[src/rtl/pcie_prp_rd_sched.sv]
// PRP-list read scheduler: splits a host fetch into 4KB-safe PCIe memory reads,
// throttled by completion-tag availability and receive-FIFO free space.
module pcie_prp_rd_sched #(
  parameter int C_PCIE_ADDR_WIDTH  = 36,
  parameter int P_FIFO_DEPTH_WIDTH = 5,
  parameter int C_LEN_WIDTH        = 7,
  parameter int C_MAX_RD_UNITS     = 2
) (
  input  logic                          pcie_user_clk,
  input  logic                          pcie_user_rst,
  input  logic                          prp_rd_req,
  output logic                          prp_rd_req_ready,
  input  logic [C_PCIE_ADDR_WIDTH-7:0]  prp_rd_addr,
  input  logic [C_LEN_WIDTH-1:0]        prp_rd_len,
  output logic                          prp_rd_done,
  output logic                          tx_mrd_req,
  input  logic                          tx_mrd_req_ack,
  output logic [C_PCIE_ADDR_WIDTH-3:0]  tx_mrd_addr,
  output logic [9:0]                    tx_mrd_len,
  output logic [7:0]                    tx_mrd_tag,
  output logic                          pcie_tag_alloc,
  output logic [7:0]                    pcie_alloc_tag,
  output logic [1:0]                    pcie_tag_alloc_len,
  input  logic                          pcie_tag_full_n,
  input  logic [P_FIFO_DEPTH_WIDTH:0]   rear_full_addr,
  input  logic [P_FIFO_DEPTH_WIDTH:0]   fifo_front_addr
);

  typedef enum logic [2:0] {S_IDLE, S_CALC, S_CHECK, S_REQ, S_UPDATE} state_t;

  localparam logic [P_FIFO_DEPTH_WIDTH:0] LP_DEPTH = (P_FIFO_DEPTH_WIDTH+1)'(2**P_FIFO_DEPTH_WIDTH);

  state_t                         r_state;
  state_t                         w_next;
  logic [C_PCIE_ADDR_WIDTH-7:0]   r_cur_addr;
  logic [C_LEN_WIDTH-1:0]         r_remain;
  logic [1:0]                     r_chunk;
  logic [2:0]                     r_tag_cnt;
  logic                           r_done;
  logic                           r_req;
  logic [C_PCIE_ADDR_WIDTH-3:0]   r_tx_addr;
  logic [9:0]                     r_tx_len;
  logic [7:0]                     r_tx_tag;

  logic [P_FIFO_DEPTH_WIDTH:0]    w_used;
  logic [P_FIFO_DEPTH_WIDTH:0]    w_free;
  logic [C_LEN_WIDTH-1:0]         w_room;
  logic [C_LEN_WIDTH-1:0]         w_new_remain;
  logic [1:0]                     w_chunk;
  logic                           w_can_issue;
  logic                           w_ack;

  // Pointer difference wraps naturally thanks to the extra wrap bit.
  assign w_used       = rear_full_addr - fifo_front_addr;
  assign w_free       = LP_DEPTH - w_used;
  assign w_room       = C_LEN_WIDTH'(64) - C_LEN_WIDTH'(r_cur_addr[5:0]);
  assign w_new_remain = r_remain - C_LEN_WIDTH'(r_chunk);
  assign w_can_issue  = pcie_tag_full_n && (w_free >= (P_FIFO_DEPTH_WIDTH+1)'(r_chunk));
  assign w_ack        = r_req & tx_mrd_req_ack;

  always_comb begin
    w_chunk = 2'(C_MAX_RD_UNITS);
    if (r_remain < C_LEN_WIDTH'(w_chunk)) w_chunk = r_remain[1:0];
    if (w_room < C_LEN_WIDTH'(w_chunk))   w_chunk = w_room[1:0];
  end

  always_ff @(posedge pcie_user_clk or posedge pcie_user_rst) begin
    if (pcie_user_rst) r_state <= S_IDLE;
    else               r_state <= w_next;
  end

  always_comb begin
    w_next = r_state;
    case (r_state)
      S_IDLE:   if (prp_rd_req && prp_rd_len != '0) w_next = S_CALC;
      S_CALC:   w_next = S_CHECK;
      S_CHECK:  if (w_can_issue) w_next = S_REQ;
      S_REQ:    if (w_ack) w_next = S_UPDATE;
      S_UPDATE: w_next = (w_new_remain == '0) ? S_IDLE : S_CALC;
      default:  w_next = S_IDLE;
    endcase
  end

  always_comb begin
    prp_rd_req_ready   = (r_state == S_IDLE);
    prp_rd_done        = r_done;
    tx_mrd_req         = r_req;
    tx_mrd_addr        = r_tx_addr;
    tx_mrd_len         = r_tx_len;
    tx_mrd_tag         = r_tx_tag;
    pcie_tag_alloc     = w_ack;
    pcie_alloc_tag     = r_tx_tag;
    pcie_tag_alloc_len = r_chunk;
  end

  always_ff @(posedge pcie_user_clk or posedge pcie_user_rst) begin
    if (pcie_user_rst) begin
      r_cur_addr <= '0;
      r_remain   <= '0;
      r_chunk    <= '0;
      r_tag_cnt  <= '0;
      r_done     <= 1'b0;
      r_req      <= 1'b0;
      r_tx_addr  <= '0;
      r_tx_len   <= '0;
      r_tx_tag   <= 8'h08;
    end else begin
      r_done <= 1'b0;
      case (r_state)
        S_IDLE: begin
          if (prp_rd_req) begin
            r_cur_addr <= prp_rd_addr;
            r_remain   <= prp_rd_len;
            r_done     <= (prp_rd_len == '0);
          end
        end
        S_CALC: r_chunk <= w_chunk;
        S_CHECK: begin
          if (w_can_issue) begin
            r_tx_addr <= {r_cur_addr, 4'b0000};
            r_tx_len  <= {4'b0000, r_chunk, 4'b0000};
            r_tx_tag  <= {5'b00001, r_tag_cnt};
            r_req     <= 1'b1;
          end
        end
        S_REQ: begin
          if (w_ack) begin
            r_req     <= 1'b0;
            r_tag_cnt <= r_tag_cnt + 3'd1;
          end
        end
        S_UPDATE: begin
          r_cur_addr <= r_cur_addr + (C_PCIE_ADDR_WIDTH-6)'(r_chunk);
          r_remain   <= w_new_remain;
          r_done     <= (w_new_remain == '0);
        end
        default: ;
      endcase
    end
  end

endmodule

[config.mk]
export PLATFORM = sky130hd
export DESIGN_NAME = pcie_prp_rd_sched
export DESIGN_NICKNAME = d
export VERILOG_FILES = /design/src/rtl/pcie_prp_rd_sched.sv
export SDC_FILE = /design/constraint.sdc
export NUM_CORES = 1
export LEC_CHECK = 0
export CORE_MARGIN = 10
export CORE_UTILIZATION = 45
export CTS_CLUSTER_SIZE = 20
export DETAILED_ROUTE_END_ITERATION = 10
export PLACE_DENSITY = 0.77
export SKIP_LAST_GASP = 1
export SYNTH_ARGS = -nofsm -noshare
export SYNTH_HDL_FRONTEND = slang
export SYNTH_SLANG_ARGS = --single-unit
[constraint.sdc]
create_clock -name pcie_user_clk -period 2.7 [get_ports pcie_user_clk]
set_input_delay 0.54 -clock pcie_user_clk [delete_from_list [all_inputs] [get_ports pcie_user_clk]]
set_output_delay 0.54 -clock pcie_user_clk [all_outputs]
set_load 0.01 [all_outputs]
==> results.ini, run 1 <==
[timing]
rsz0062_at_grt=false
relSlewSlack=0.630
finalCriticalPeriod_ps=2630
fin_worst_skew_ps=12.3
tightest_slew_ps=552
setup_viol=0
hold_ws_ps=473
clock.fmax_mhz=380
fin_crit_sh=0.974
setup_slack_ps=70.2
drv_slew=0
hold_viol=0

[final_layout]
fin_nets=634
mostFrequentLayoutCells=89 x clkdlybuf4s50_1, 82 x dfrtp_1, 41 x nand2_1, 31 x nor2_1, 22 x conb_1
stdcell_area_sq_um=6260
antennaDiodeCount=0
nFillCells=822
fin_cells=700
areaGrowthSynthToFinish_pct=33.2
final_util=0.612
final_common_cell=clkdlybuf4s50_1
drive_above_1_share=0.186
seqCellArea_sq_um=2050
multi_input_area_sq_um=2520

[status]
run_status=finished clean

[clock_tree]
clk_latency_ps=350
clock_sinks=82
post_cts_hold_buffer_count=0
cts_buffer_depth=2
clk_pin_slew_ps=80
numCtsBuffers=9
htreeDepth=3
root_buffer=clkbuf_8
cts_tree=built

[detailed_routing]
viasPerCell=5.68
avgRoutedWirePerCell_um=18.4
dr.pass1.iters=5
wl_mm=12.9
drc_errors=0
initialDrtViolationCount=261
drtAntennaViolNets=0
vias=3976

[synth]
seq_area_frac_synth=0.436
synthDistinctLibCells=62
syn_area_sq_um=4700
synth_seq_cells=82
synth_area_leaders=dfrtp_1 44%, mux2_2 7.7%, ha_1 4.8%, buf_4 4.2%, nand2_1 3.3%
synth_top_area_share=0.436
synthArstFlopShare=1.00
syn_avg_cell_area_sq_um=10.3
synth_edf_count=0
yosysWarnings=0
synthFlopType=dfrtp_1
synth_area_leader_cell=dfrtp_1
netlist_instances=457

[global_route]
grt_pass1_wl_mm=21.0
gr-usage-all-layers=0.173
grt_antenna_before_repair=0
grt_pass1_vias=4131
grt_remaining_overflow=0
grt_max_degree=35

[placement]
gp_congestion=0.828
place_worst_setup_slack_ps=-621
postPlaceCellArea_sq_um=5810
dp_hpwl_mm=9.15
portBuffers=97
dp_cells=678

[setup_path]
cp_max_fo=7
start_kind=input pin
crit_path_end_kind=flip-flop
worstPathArrival_ps=2870
worst_ep_required_time_ps=2940
reg2reg_slack_ps=350
path_class=in2reg

[power]
p_leak_nw=2.68
ir_worst_vdd_uv=547
power.density_nw_per_um2=1070

[floorplan]
die_width_um=122
io_pins=120
core_area_sq_um=10200
initial_core_util=0.460
die-area_sq_um=14900
die_h_um=122
floorplan.rows=37

[hold_path]
min_path_type=in2async

[flow_run]
drv_cap=0

==> flip-flops by register name, indices dropped and copies added, names as in the netlist <==
name / cells
tx_mrd_req: 1
r_state: 3
tx_mrd_addr: 30
r_cur_addr: 30
pcie_alloc_tag: 3
r_remain: 7
tx_mrd_len: 2
r_tag_cnt: 3
pcie_tag_alloc_len: 2
prp_rd_done: 1
==> critical path, cell delays in order <==
cell	delay, ps
clkdlybuf4s15_1	200
ha_4	290
ha_4	130
inv_2	30
fa_2	370
xnor2_2	160
a21oi_2	150
o2111ai_4	140
o21ai_4	230
buf_12	160
buf_12	130
mux2_2	330
==> per-stage QoR <==
stage	total power [mW]	setup TNS, ps
2_1_floorplan	4.19	0
3_3_place_gp	5.24	-16480
3_5_place_dp	5.39	-21110
4_1_cts	6.80	0
5_1_grt	7.17	0
6_report	6.72	0
==> path summary, 6_finish.rpt <==
check / start / endpoint / cells past startpoint
min reg2reg: r_tag_cnt[2] / r_tag_cnt[2] / 1
min: pcie_user_rst / tx_mrd_addr[19] / 2
max reg2reg: r_cur_addr[0] / r_cur_addr[24] / 7
max in group asynchronous: pcie_user_rst / r_cur_addr[4] / 3
min in group pcie_user_clk: r_tag_cnt[2] / r_tag_cnt[2] / 1
max: fifo_front_addr[1] / tx_mrd_addr[32] / 12
==> final cells by class <==
| cell class | instances | area share |
|---|---|---|
| flip-flops and latches | 82 | 0.328 |
| repair buffers | 117 | 0.189 |
| well taps | 136 | 0.0272 |
| clock buffers | 10 | 0.0220 |
| multi-input cells | 327 | 0.403 |
| inverters | 22 | 0.0134 |
| clock inverters | 6 | 0.0182 |
==> what timing repair did <==
action | 4_1_cts | 5_1_grt
endpoints found under the hold margin | 0 | 0
gates cloned | 3 | 0
gates resized for setup | 32 | 6
setup endpoints to repair | 36 | 27
buffers inserted | 5 | 1
pin swaps | 14 | 3
==> Yosys cell counts (4+ instances only) <==
| master | number |
|---|---|
| buf_2 | 5 |
| and2_1 | 4 |
| nand4_1 | 9 |
| mux2_1 | 5 |
| a311oi_1 | 6 |
| or3_1 | 6 |
| nor2_1 | 32 |
| nor3_1 | 9 |
| a21o_1 | 4 |
| ha_1 | 18 |
| buf_6 | 5 |
| o211ai_1 | 9 |
| and3_1 | 5 |
| nand2b_1 | 7 |
| o311ai_0 | 4 |
| a211oi_1 | 12 |
| xnor2_1 | 4 |
| o21ai_0 | 10 |
| clkbuf_1 | 10 |
| nand3_1 | 15 |
| mux2i_1 | 4 |
| o22ai_1 | 5 |
| inv_1 | 22 |
| dfrtp_1 | 82 |
| mux2_2 | 32 |
| a21oi_1 | 12 |
| buf_4 | 26 |
| nand2_1 | 41 |
==> cells by family (layout without fill, tap and decap cells) <==
family	after synthesis	in the layout	share of synthesized area
and+or+nand+nor	153	153	0.178
xor gates and xnor gates	7	7	0.0130
adders and majority gates	21	21	0.0607
other	2	22	0.00160
DFF	82	82	0.436
muxes	41	41	0.0971
buffers and inverters	68	155	0.0844
AOI/OAI and AO/OA	83	83	0.129
==> power breakdown <==
| group | leakage [nW] | switching, mW | internal, mW |
|---|---|---|---|
| logic | 1.59 | 1.38 | 1.78 |
| registers | 0.967 | 0.627 | 1.83 |
| clock network | 0.119 | 0.458 | 0.641 |
| total | 2.68 | 2.47 | 4.25 |
==> routing by layer <==
metal  vias to the layer above  wire length (um)  share of wire  GRT usage
met3                        17              1110          0.086     0.0496
li1                       1806                 -              -          -
met5                         -                 0              0          0
met2                       202              6460           0.50      0.297
met4                         0               120         0.0093     0.0361
met1                      1951              5170           0.40      0.213
Note: power is estimated with default switching activity, not from simulation.
==> inputs of run 2 (changes only) <==
- CORE_UTILIZATION: 45 -> 50
- GPL_TIMING_DRIVEN: default -> 0
- PLACE_DENSITY: 0.77 -> 0.81
- clock period: 2.7 -> 2.8 ns (I/O delays scaled with it)
==> run 2 against run 1 <==
  * Clock power is essentially flat
  * Global-route usage rose by 3.0 points
  * Combinational power grew 4%
  * Flip-flop and latch count unchanged
  * Final cell count up 2.1%
  * Critical path depth is 1 lower
==> results.ini, run 2 (synthesized netlist as in run 1, its figures left out) <==
[setup_path]
crit_path_end_kind=flip-flop  ; unchanged
worst_ep_required_time_ps=3040  ; was 2940 ps
start_kind=input pin  ; unchanged
path_class=in2reg  ; unchanged
worstPathArrival_ps=2980  ; was 2870 ps
cp_max_fo=5  ; was 7

[clock_tree]
cts_tree=built  ; unchanged
htreeDepth=3  ; unchanged
root_buffer=clkbuf_8  ; unchanged
clk_latency_ps=350  ; about the same
cts_buffer_depth=2  ; unchanged
clk_pin_slew_ps=80  ; about the same
post_cts_hold_buffer_count=0  ; unchanged
numCtsBuffers=9  ; unchanged
clock_sinks=82  ; unchanged

[final_layout]
antennaDiodeCount=0  ; unchanged
seqCellArea_sq_um=2050  ; unchanged
drive_above_1_share=0.220  ; was 0.186
final_util=0.708  ; was 0.612
multi_input_area_sq_um=2510  ; was 2520 sq um
mostFrequentLayoutCells=90 x clkdlybuf4s50_1, 82 x dfrtp_1, 41 x nand2_1, 32 x nor2_1, 32 x buf_4  ; was 89 x clkdlybuf4s50_1, 82 x dfrtp_1, 41 x nand2_1, 31 x nor2_1, 22 x conb_1
areaGrowthSynthToFinish_pct=38.4  ; was 33.2%
stdcell_area_sq_um=6510  ; was 6260 sq um
final_common_cell=clkdlybuf4s50_1  ; unchanged
fin_cells=715  ; was 700
fin_nets=674  ; was 634
nFillCells=648  ; was 822

[timing]
relSlewSlack=0.393  ; was 0.630
finalCriticalPeriod_ps=2740
tightest_slew_ps=909  ; was 552 ps
hold_viol=0  ; unchanged
tns_ps=0  ; unchanged
clock.fmax_mhz=365
setup_slack_ps=57.4  ; was 70.2 ps
fin_crit_sh=0.979
hold_ws_ps=481  ; was 473 ps
setup_viol=0  ; unchanged
drv_slew=0  ; unchanged
fin_worst_skew_ps=5.87  ; was 12.3 ps

[detailed_routing]
viasPerCell=5.72  ; was 5.68
dr.pass1.iters=6  ; was 5
drc_errors=0  ; unchanged
initialDrtViolationCount=321  ; was 261
wl_mm=13.5  ; was 12.9 mm
drtAntennaViolNets=0  ; unchanged
avgRoutedWirePerCell_um=18.8  ; was 18.4 um
vias=4091  ; was 3976

[floorplan]
io_pins=120  ; unchanged
die_h_um=117  ; was 122 um
core_area_sq_um=9200  ; was 10200 sq um
initial_core_util=0.511  ; was 0.460
die_width_um=117  ; was 122 um
die-area_sq_um=13700  ; was 14900 sq um
floorplan.rows=35  ; was 37

[placement]
postPlaceCellArea_sq_um=5920  ; was 5810 sq um
portBuffers=97  ; unchanged
dp_hpwl_mm=9.62  ; was 9.15 mm
gp_congestion=0.851  ; was 0.828
dp_cells=686  ; was 678
place_worst_setup_slack_ps=-730  ; was -621 ps

[power]
ir_worst_vdd_uv=593  ; was 547 uV
power.density_nw_per_um2=1030  ; was 1070 nW/um^2
finalPower_mw=6.67  ; was 6.72 mW
p_leak_nw=2.86  ; was 2.68 nW

[global_route]
grt_pass1_vias=4245  ; was 4131
grt_antenna_before_repair=0  ; unchanged
grt_max_degree=59  ; was 35
grt_remaining_overflow=0  ; unchanged
gr-usage-all-layers=0.203  ; was 0.173
grt_pass1_wl_mm=22.0  ; was 21.0 mm

[hold_path]
min_path_type=reg2reg  ; was in2async

[flow_run]
drv_cap=0  ; unchanged

[status]
run_status=finished clean  ; unchanged

-- run 2: power by group --
group / switching [mW] / internal (mW) / leakage [nW]
combinational: 1.46 / 1.82 / 1.77
sequential: 0.546 / 1.77 / 0.967
clock: 0.433 / 0.642 / 0.123
total: 2.44 / 4.23 / 2.86
-- run 2: worst paths after layout --
check | endpoint | start | cells past startpoint | slack, ps
max | pcie_alloc_tag[1] | fifo_front_addr[3] | 11 | 60
min | r_tag_cnt[2] | r_tag_cnt[2] | 1 | 480
max reg2reg | r_remain[6] | r_state[1] | 5 | 390
min reg2reg | r_tag_cnt[2] | r_tag_cnt[2] | 1 | 480
max in group asynchronous | r_cur_addr[17] | pcie_user_rst | 3 | 1680
min in group asynchronous | tx_mrd_addr[10] | pcie_user_rst | 2 | 530
-- run 2: area by class of cell --
| class | count | share of cell area |
|---|---|---|
| buffer | 46 | 0.0500 |
| inverter | 22 | 0.0131 |
| multi-input combinational | 327 | 0.385 |
| clock buffer | 12 | 0.0238 |
| timing repair buffer | 111 | 0.176 |
| tap | 111 | 0.0213 |
| sequential | 82 | 0.315 |
| clock inverter | 4 | 0.0150 |
-- run 2: worst max-delay path, stage by stage --
cell             delay, ps
clkdlybuf4s50_1        500
ha_4                   220
ha_4                   230
or2_4                  280
and3_4                 190
o2111ai_4              220
o21ai_4                 70
buf_6                  150
buf_6                  130
buf_16                 130
mux2_4                 290
-- run 2: layer usage --
| metal | GRT usage | wire length [um] | part of all wire | vias up |
|---|---|---|---|---|
| met5 | 0 | 0 | 0 | - |
| met1 | 0.250 | 5400 | 0.40 | 1973 |
| li1 | - | - | - | 1895 |
| met4 | 0.0626 | 245 | 0.018 | 0 |
| met3 | 0.0428 | 1100 | 0.081 | 28 |
| met2 | 0.347 | 6720 | 0.50 | 195 |
-- run 2: repair_timing --
item                       4_1_cts  5_1_grt
buffers inserted                12        0
setup endpoints to repair       36       23
pin swaps                       11        7
gates cloned                     1        0
resized for setup               53        5
